`src/rtl/encoder_4x2_handshake_pkg.sv`:
```
// Shared encodings for the 4x2 encoder / 2x4 decoder pair.
// State encodings and code constants are common to both blocks.
package encoder_4x2_handshake_pkg;

    typedef enum logic {
        ENC_EMPTY = 1'b0,
        ENC_FULL  = 1'b1
    } enc_state_t;

    localparam logic [1:0] CODE0 = 2'b00;
    localparam logic [1:0] CODE1 = 2'b01;
    localparam logic [1:0] CODE2 = 2'b10;
    localparam logic [1:0] CODE3 = 2'b11;

endpackage

```
`src/rtl/encoder_4x2_handshake_prienc.sv`:
```
// Combinational 4-to-2 priority encoder with all-zero and multi-hot flags.
// Line 0 has the highest priority and maps to CODE0.
module prienc_4x2_comb
    import encoder_4x2_handshake_pkg::*;
(
    input  logic [0:3] d,
    output logic [1:0] y,
    output logic       none,
    output logic       multi
);

    always_comb begin
        y = CODE0;
        if (d[0]) begin
            y = CODE0;
        end else if (d[1]) begin
            y = CODE1;
        end else if (d[2]) begin
            y = CODE2;
        end else if (d[3]) begin
            y = CODE3;
        end
    end

    assign none  = ~|d;
    // Two or more lines set: any pair of asserted bits.
    assign multi = (d[0] & (d[1] | d[2] | d[3])) |
                   (d[1] & (d[2] | d[3])) |
                   (d[2] & d[3]);

endmodule

```
`src/rtl/encoder_4x2_handshake.sv`:
```
// Registered 4-to-2 priority encoder behind a valid/ready handshake with a
// one-entry output register and a saturating multi-hot event counter.
//
//   state     | meaning
//   ----------+-----------------------------------------------
//   ENC_EMPTY | no result held, out_valid=0
//   ENC_FULL  | result held in y/none/multi, out_valid=1
module encoder_4x2_handshake
    import encoder_4x2_handshake_pkg::*;
#(
    parameter int CNT_W = 8
) (
    input  logic             clk,
    input  logic             rst,
    input  logic             en,
    input  logic [0:3]       d,
    input  logic             in_valid,
    output logic             in_ready,
    output logic [1:0]       y,
    output logic             none,
    output logic             multi,
    output logic             out_valid,
    input  logic             out_ready,
    output logic [CNT_W-1:0] err_count
);

    localparam logic [CNT_W-1:0] CNT_ONE = CNT_W'(1);

    enc_state_t state;
    enc_state_t state_nxt;
    logic       accept;
    logic       drain;
    logic [1:0] y_c;
    logic       none_c;
    logic       multi_c;

    prienc_4x2_comb u_prienc (
        .d     (d),
        .y     (y_c),
        .none  (none_c),
        .multi (multi_c)
    );

    always_ff @(posedge clk or posedge rst) begin
        if (rst) begin
            state <= ENC_EMPTY;
        end else begin
            state <= state_nxt;
        end
    end

    always_comb begin
        state_nxt = state;
        case (state)
            ENC_EMPTY: if (accept) state_nxt = ENC_FULL;
            ENC_FULL:  if (drain && !accept) state_nxt = ENC_EMPTY;
            default:   state_nxt = ENC_EMPTY;
        endcase
    end

    // in_ready deliberately ignores in_valid so upstream can use it freely.
    always_comb begin
        out_valid = (state == ENC_FULL);
        in_ready  = en & ((state == ENC_EMPTY) | out_ready);
    end

    assign accept = in_valid & in_ready;
    assign drain  = out_valid & out_ready;

    // Result is only sampled on accept, so d is don't-care otherwise.
    always_ff @(posedge clk or posedge rst) begin
        if (rst) begin
            y     <= CODE0;
            none  <= 1'b0;
            multi <= 1'b0;
        end else if (accept) begin
            y     <= y_c;
            none  <= none_c;
            multi <= multi_c;
        end
    end

    always_ff @(posedge clk or posedge rst) begin
        if (rst) begin
            err_count <= '0;
        end else if (accept && multi_c && !(&err_count)) begin
            err_count <= err_count + CNT_ONE;
        end
    end

endmodule

```
`config.mk`:
```
export PLATFORM = sky130hd
export DESIGN_NAME = encoder_4x2_handshake
export DESIGN_NICKNAME = d
export VERILOG_FILES = /design/src/rtl/encoder_4x2_handshake_pkg.sv /design/src/rtl/encoder_4x2_handshake_prienc.sv /design/src/rtl/encoder_4x2_handshake.sv
export SDC_FILE = /design/constraint.sdc
export NUM_CORES = 1
export LEC_CHECK = 0
export ABC_CLOCK_PERIOD_IN_PS = 1400
export BUFFER_PORTS_ARGS = -buffer_cell sky130_fd_sc_hd__buf_4
export CORE_ASPECT_RATIO = 0.75
export CORE_MARGIN = 2
export CORE_UTILIZATION = 34
export DETAILED_ROUTE_END_ITERATION = 7
export GPL_TIMING_DRIVEN = 0
export PLACE_DENSITY = 0.68
export SLEW_MARGIN = 20
export SYNTH_ARGS = -nofsm -noshare
export SYNTH_HDL_FRONTEND = slang
export SYNTH_HIERARCHICAL = 1
export SYNTH_SLANG_ARGS = --single-unit
export TNS_END_PERCENT = 5
```
`constraint.sdc`:
```
create_clock -name clk -period 1.4 [get_ports clk]
set_input_delay 0.07 -clock clk [delete_from_list [all_inputs] [get_ports clk]]
set_output_delay 0.07 -clock clk [all_outputs]
set_load 0.05 [all_outputs]
```
### Word-level counts from Yosys, hierarchy flattened

Cells that the tools add are included.

| word-level totals | value |
|---|---|
| bits in registers | 13 |
| input port bits | 9 |
| bits in latches | 0 |
| bits in read-only memories | 0 |
| logic and storage cells | 34 |
| RAM bits | 0 |
| memories | 0 |
| output and inout bits | 14 |

| operators by class | value |
|---|---|
| mux-type cells | 7 |
| multiply operators | 0 |
| reductions and logical operators | 8 |
| order comparisons | 0 |
| equality and inequality tests | 0 |
| add/subtract/negate cells | 1 |
| shifts and indexed selects | 0 |
| bitwise operators | 13 |
| divide/modulo/power cells | 0 |

Operators by type and width:

| operator | count |
|---|---|
| 8-bit by 1-bit adder with 8-bit output, second input constant | 1 |
| 2-bit two-way mux | 4 |
| 8-bit AND reduction | 1 |
| 1-bit AND | 6 |
| 1-bit OR | 6 |
| 4-bit OR reduction | 1 |
| 1-bit logical AND | 3 |
| 1-bit zero test | 3 |
| 1-bit two-way mux | 2 |
| 1-bit one-hot mux with 2 select lines | 1 |
| 1-bit inverter | 1 |

### Logic depth before layout (Yosys ltp)

Gate-level depths: netlist (run 1).

| depth | value |
|---|---|
| word-level depth | 8 |
| depth in mapped cells | 5 |

### By module

The synthesis (run 1) kept the hierarchy.

By module, submodules not included:

| module | area an instance (µm²) | instances | cells an instance | seq. area each (µm²) |
|---|---|---|---|---|
| encoder_4x2_handshake | 615.6 | 1 | 50 | 325.3 |
| prienc_4x2_comb | 52.6 | 1 | 9 | 0.0 |

### Least setup slack after synthesis (run 1)

OpenSTA, ideal clock, no wires.

| timing path | value |
|---|---|
| path kind | flip-flop to flip-flop |
| start point | register err_count[0] |
| end point | register err_count[1] |
| required time | 1.272 ns |
| cell stages (with the launch flop) | 6 |
| arrival time | 1.598 ns |
| slack | -0.325 ns |
| path buffers | 0 |
| cell sequence | dfrtp_1 -> ha_1 -> nand3_1 -> nor2_4 -> nor2_1 -> mux2_1 |

| on the way | value |
|---|---|
| word-level cells in the longest chain between the ends | 3 |

Ends and longest elaborated chain:

| element | RTL line | RTL |
|---|---|---|
| start: declaration | encoder_4x2_handshake.sv:24 | `output logic [CNT_W-1:0] err_count` |
| start signal: assignment | encoder_4x2_handshake.sv:87 | `err_count <= err_count + CNT_ONE;` |
| parallel branches: the longest is 3 deep, another holds 8-bit by 1-bit adder with 8-bit output | n/a |  |

Parallel ways; which one is timed is not known.
A chain may end at the register's enable or synchronous reset.

### Worst setup path in the final report (run 1)

| timing path | value |
|---|---|
| start point | register state (netlist: out_valid) |
| end point | register err_count[7] |

| on the way | value |
|---|---|
| word-level cells in the longest chain between the ends | 6 |

Ends and longest elaborated chain:

| element | RTL line | RTL |
|---|---|---|
| start: declaration | encoder_4x2_handshake.sv:29 | `enc_state_t state;` |
| start signal: assignment | encoder_4x2_handshake.sv:48 | `state <= state_nxt;` |
| 1-bit inverter | n/a |  |
| 1-bit OR | encoder_4x2_handshake.sv:64 | `in_ready = en & ((state == ENC_EMPTY) \| out_ready);` |
| 1-bit AND | encoder_4x2_handshake.sv:64 |  |
| 1-bit AND | encoder_4x2_handshake.sv:67 | `assign accept = in_valid & in_ready;` |
| 1-bit logical AND (2 in a row) | encoder_4x2_handshake.sv:86 | `end else if (accept && multi_c && !(&err_count)) begin` |

Every way passes these cells.

==> results of run 1 <==
## kinds of logic (layout without fill, tap and decap cells)
family | count (synthesis) | count (layout)
simple gates | 28 | 29
flops | 13 | 13
compound gates | 5 | 5
xor+xnor | 5 | 5
mux | 5 | 5
buf+inv | 2 | 31
fa+ha+maj | 1 | 1
## report_power, final
part | switching, mW | total [mW] | internal [mW]
registers | 0.134 | 0.620 | 0.486
clock network | 0.115 | 0.226 | 0.110
logic | 0.494 | 0.748 | 0.254
total | 0.743 | 1.59 | 0.851
## per-stage QoR
| stage | utilization | power (mW) |
|---|---|---|
| 2_1_floorplan | - | 1.12 |
| 4_1_cts | 0.522 | 1.60 |
| 3_5_place_dp | 0.499 | 1.37 |
| 6_report | 0.540 | 1.59 |
| 3_3_place_gp | 0.499 | 1.36 |
| 5_1_grt | 0.540 | 1.69 |
## registers in the layout (all words and copies together) (netlist names)
name       count
err_count      8
y              2
multi          1
none           1
out_valid      1
## tightest hold or removal path, delay by kind of cell
family	cells	cell delay, ps
simple gates	2	190
buf+inv	1	80
## layout by cell type, fill, tap and decap left out, types with 2 or more instances in the layout
| cell | instances |
|---|---|
| buf_4 | 24 |
| a21oi_1 | 3 |
| mux2_1 | 2 |
| dfrtp_2 | 9 |
| nor4_2 | 2 |
| mux2_2 | 3 |
| clkbuf_4 | 3 |
| nand2_1 | 6 |
| xor2_1 | 5 |
| inv_1 | 2 |
| nor2_4 | 2 |
| nand4_2 | 2 |
| nor3_1 | 4 |
| nand3_1 | 4 |
| dfrtp_1 | 4 |
## layout make-up
class,instances,share of cell area
multi-input cells,45,0.391
inverters,2,0.00777
flip-flops and latches,13,0.348
clock buffers,4,0.0272
well taps,22,0.0285
repair buffers,25,0.197
## final timing paths
path / start / end / slack (ps) / depth (start not counted)
worst max-delay path: out_valid / err_count[7] / 70 / 4
worst max register to register: out_valid / err_count[7] / 70 / 4
max in group asynchronous: rst / err_count[4] / 670 / 3
min in group asynchronous: rst / y[0] / 370 / 3
worst min register to register: err_count[6] / err_count[6] / 490 / 1
worst min-delay path: out_ready / out_valid / 100 / 3
## routing by layer
metal  vias up  share of wire  wire length, um  track usage
met3         4          0.059               80       0.0714
met2        10           0.47              642        0.210
met5         -              0                0            0
met4         0         0.0074               10       0.0293
met1       260           0.46              622        0.200
li1        276              -                -            -
## repair_timing
item / 4_1_cts / 5_1_grt
gates cloned: 0 / 1
gates resized for setup: 1 / 1
hold buffers: 1 / 0
buffers inserted: 0 / 2
setup endpoints to repair: 1 / 2
hold endpoints to repair: 13 / 0
pin swaps: 0 / 3
==> reports/results.txt, run 1 <==
Top-area cell type share of the netlist area: 0.487
Synth Instances: 59
Slowest-stage cell, CP: dfrtp_2
Synthesized area per cell: 11.3 um2
Die height: 42.4 um
Die area: 0.00234 mm2
Status: finished clean
Worst Slack Setup Final: 66.3 ps
Filler Cell Count: 164
Sequential fraction of the synthesis area: 0.487
Core Rows: 13
Net count, final: 100
Starting density of the core: 0.373
CTS Buffer Depth: 2
Final Hold Viols: 0
Htree depth: 1
Hold Crit Class: in2reg
Most common cell in the netlist: dfrtp_1
Initial DRC count: 3
Max Clock Skew: 1.76 ps
Ys flop type: dfrtp_1
First-pass GRT wire length: 2410 um
Slowest stage delay, CP: 420 ps
Synth area leader: dfrtp_1
Adder-cell area share of the yosys netlist: 0.0187
Mux contribution to synthesized area: 0.0843
Layout area overhead: 44.6%
CTS Root Cell: clkbuf_4
Data required time of the worst path: 1560 ps
Antenna-violating nets left: 0
Final setup fails: 0
Grt total ovfl: 0
CORE AREA: 0.00179 mm2
Synth Area in XOR/XNOR: 0.0655
Slew margin rel.: 0.670
DR DRC count: 0
Synth Area in Compound Gates: 0.0487
Crit path DAT: 1490 ps
Max Clock Freq: 750 MHz
CP delay by family, top: simple AND/OR/NAND/NOR gates
Top cells by count, synth: 13 x dfrtp_1, 6 x nand2_1, 5 x nand3_1, 5 x nor3_1, 5 x xor2_1
Finished Cell Area: 966 um2
Area of the multi-input gates: 378 um2
Placement Setup Slack: -18.7 ps
Leak: 0.441 nW
Final Critical Period: 1330 ps
Num CTS Buffers: 3
CP max FO: 5
Slew Limit Fails: 0
Maximum VDD drop: 0.00153 V
Gr usage total: 0.147
Syn nets: 69
Critical path cell sequence: nand2b_4 > nand4_4 > nor3_2 > mux2_1
Fin crit share: 0.953
Leading post-synthesis cells by cell area: dfrtp_1 49%, xor2_1 6.6%, mux2_2 5.1%
Detailed placement HPWL: 1030 um
Post-synth ARST share: 1.00
Worst hold slack: 101 ps
Share of cells above drive strength 1: 0.562
Initial antenna violation count: 0
Synth cell types: 22
Worst-path clk slew: 70 ps
Port buffer count: 22
Post-synth EDFFs: 0
WL/cell: 12.2 um
Register bit total from synthesis: 13
Crit path kind: reg2reg
RSZ-0062 raised after global routing: true
Drt total wl: 1360 um
Max Cap Violations: 0
FF/Latch Area: 337 um2
Routability Congestion: 0.847
Synth Area in Simple Gates: 0.285
Largest family of logic cells by synthesized area: simple AND/OR/NAND/NOR gates
Die X: 55.2 um
TNS Setup: 0 ps
Measured slew at the worst slew-check pin: 494 ps
Yosys warning count: 6
Layout Cells excl Fill: 111
Inst Count DP: 103
Vias in the first global route: 512
CTS tree: yes
Vias/cell: 4.95
Num Clock Sinks: 13
N_diodes: 0
First-pass DRT Iterations: 4
Worst setup EP type: flop
Ports: 23
P per Cell Area: 1650 mW/mm2
Clk_lat worst skew: 270 ps
Routed vias: 550
CP Launch Type: flop
Largest net degree at the start of global routing: 14
CP Buf/Inv Count: 0
Post-Syn Area: 668 um2
Dpl cell area: 892 um2
(Power assumes the default switching activity.)
==> run 2: changes to the inputs <==
CELL_PAD_IN_SITES_DETAIL_PLACEMENT = 1   (was default)
CELL_PAD_IN_SITES_GLOBAL_PLACEMENT = 1   (was default)
CORE_UTILIZATION = 32   (was 34)
PLACE_DENSITY = 0.79   (was 0.68)
==> run 2 against run 1 <==
Routed wire length grew 19%; critical path type unchanged; global-route usage fell by 2.0 points; maximum frequency fell by 1.3%; clock-buffer cell count is 1 lower; critical endpoint unchanged; combinational power grew 7.0%; first-iteration DRC count increased to 3.0 times the previous value; clock power is 3% higher; final area rose by 0.65%; sequential cell count stayed put; via count increased by 1.3%; sequential share of layout area down 0.22 points.
==> reports/results.txt, run 2 (synthesis gave the netlist of run 1 again) <==
Status: finished clean
Die height: 43.6 um (+2.8%)
Crit path DAT: 1510 ps (+20 ps)
Starting density of the core: 0.335 (-0.0388)
N_diodes: 0 (unchanged)
Net count, final: 99 (-1.0%)
Grt total ovfl: 0 (unchanged)
Ports: 23 (unchanged)
CTS tree: yes
Critical path cell sequence: nand3_1 > nor3_4 > mux2_1
Inst Count DP: 105 (+1.9%)
Leak: 0.458 nW (+3.8%)
Port buffer count: 22 (unchanged)
Dpl cell area: 895 um2 (+0.28%)
Maximum VDD drop: 0.00159 V (+4.2%)
DR DRC count: 0 (unchanged)
Max Cap Violations: 0 (unchanged)
Antenna-violating nets left: 0 (unchanged)
Max Clock Skew: 3.85 ps (+2.09 ps)
WL/cell: 14.4 um (+18%)
Share of cells above drive strength 1: 0.580 (+0.0177)
Slowest stage delay, CP: 450 ps (+30 ps)
Total chip power: 1.66 mW (+4.0%)
Crit path kind: reg2reg
Most common cell after layout, fill and taps aside: buf_4
CTS Root Cell: clkbuf_4
Finished Cell Area: 972 um2 (+0.65%)
Die area: 0.00247 mm2 (+5.7%)
Routability Congestion: 0.714 (-16%)
Hold Crit Class: in2reg
Max Clock Freq: 740 MHz (-1.3%)
FF/Latch Area: 337 um2 (unchanged)
Slowest-stage cell, CP: dfrtp_2
Core Rows: 14 (+1)
Clk_lat worst skew: 270 ps (about the same)
Worst-path clk slew: 90 ps (+20 ps)
Final Hold Viols: 0 (unchanged)
Final Critical Period: 1350 ps (+17.5 ps)
Largest net degree at the start of global routing: 14 (unchanged)
Routed vias: 557 (+1.3%)
Commonest cells after routing, fill and taps aside: 23 x buf_4, 9 x dfrtp_2, 6 x nand2_1
First-pass DRT Iterations: 4 (unchanged)
Worst setup EP type: flop
CTS Buffer Depth: 2 (unchanged)
Worst hold slack: 107 ps (+5.67 ps)
Gr usage total: 0.127 (-0.0195)
Slew Limit Fails: 0 (unchanged)
Die X: 56.8 um (+2.9%)
Data required time of the worst path: 1560 ps (about the same)
First-pass GRT wire length: 2420 um (+0.29%)
Fin crit share: 0.965 (+0.0125)
Area of the multi-input gates: 388 um2 (+2.6%)
Biggest regs: err_count x8, y x2
Final setup fails: 0 (unchanged)
CORE AREA: 0.00200 mm2 (+12%)
Detailed placement HPWL: 1130 um (+10%)
Initial DRC count: 9 (+6)
Placement Setup Slack: -41.7 ps (-23.0 ps)
Drt total wl: 1620 um (+19%)
TNS Setup: 0 ps (unchanged)
Htree depth: 1 (unchanged)
Util after Layout: 0.487 (-0.0530)
P per Cell Area: 1710 mW/mm2 (+3.4%)
Measured slew at the worst slew-check pin: 489 ps (-5.43 ps)
Initial antenna violation count: 0 (unchanged)
Layout Cells excl Fill: 112 (+0.90%)
Max FFs per register: 8 (unchanged)
Layout area overhead: 45.5%
CP Launch Type: flop
Largest Register: err_count
Num CTS Buffers: 3 (unchanged)
Worst Slack Setup Final: 48.8 ps (-17.5 ps)
Num Clock Sinks: 13 (unchanged)
Vias in the first global route: 516 (+0.78%)
Slew margin rel.: 0.674 (+0.00362)
Vias/cell: 4.97 (+0.37%)
Filler Cell Count: 239 (+46%)
CP max FO: 6 (+1)
[run 2: cell count changes in the layout (fill, tap and decap cells not counted)]
| cell | before | now |
|---|---|---|
| buf_4 | 24 | 23 |
| clkbuf_1 | 1 | 0 |
| clkinv_2 | 0 | 1 |
| mux2_1 | 2 | 1 |
| mux2_4 | 0 | 1 |
| nor3_2 | 1 | 0 |
| nor3_4 | 0 | 1 |
[run 2: where the power goes]
| group | switching [mW] | leakage (nW) | total (mW) | internal, mW |
|---|---|---|---|---|
| registers | 0.139 | 0.154 | 0.625 | 0.486 |
| logic | 0.514 | 0.286 | 0.800 | 0.286 |
| clock network | 0.127 | 0.0177 | 0.233 | 0.106 |
[run 2: final cells by class]
cell class                 instances  share of cell area
clock inverter                     1             0.00515
inverter                           2             0.00772
timing repair buffer              24               0.188
sequential                        13               0.346
multi-input combinational         45               0.399
tap                               24              0.0309
clock buffer                       3              0.0232
[run 2: final timing paths]
| check | start | to | slack, ps | cells past startpoint |
|---|---|---|---|---|
| setup / recovery | err_count[2] | err_count[7] | 50 | 3 |
| hold / removal | out_ready | out_valid | 110 | 3 |
| setup reg to reg | err_count[2] | err_count[7] | 50 | 3 |
| hold reg to reg | err_count[6] | err_count[6] | 490 | 1 |
| max in group asynchronous | rst | err_count[7] | 670 | 3 |
| min in group asynchronous | rst | err_count[2] | 370 | 3 |
[run 2: routing by layer]
metal	vias to the layer above	share of wire	GRT usage
met1	274	0.46	0.178
met5	-	0	0
met3	2	0.046	0.0269
li1	268	-	-
met2	13	0.49	0.207
met4	0	0.0043	0.0279
[run 2: repair_timing]
| action | 4_1_cts | 5_1_grt |
|---|---|---|
| pin swaps | 1 | 4 |
| cloned | 0 | 1 |
| setup endpoints to repair | 1 | 2 |
| hold buffers | 1 | 0 |
| resized for setup | 1 | 3 |
| endpoints found under the hold margin | 13 | 0 |
| buffers inserted | 0 | 1 |
[run 2: worst max-delay path, delay by kind of cell (launching register included)]
family,cells,cell delay (ps)
mux,1,340
simple gates,2,450
flops,1,450
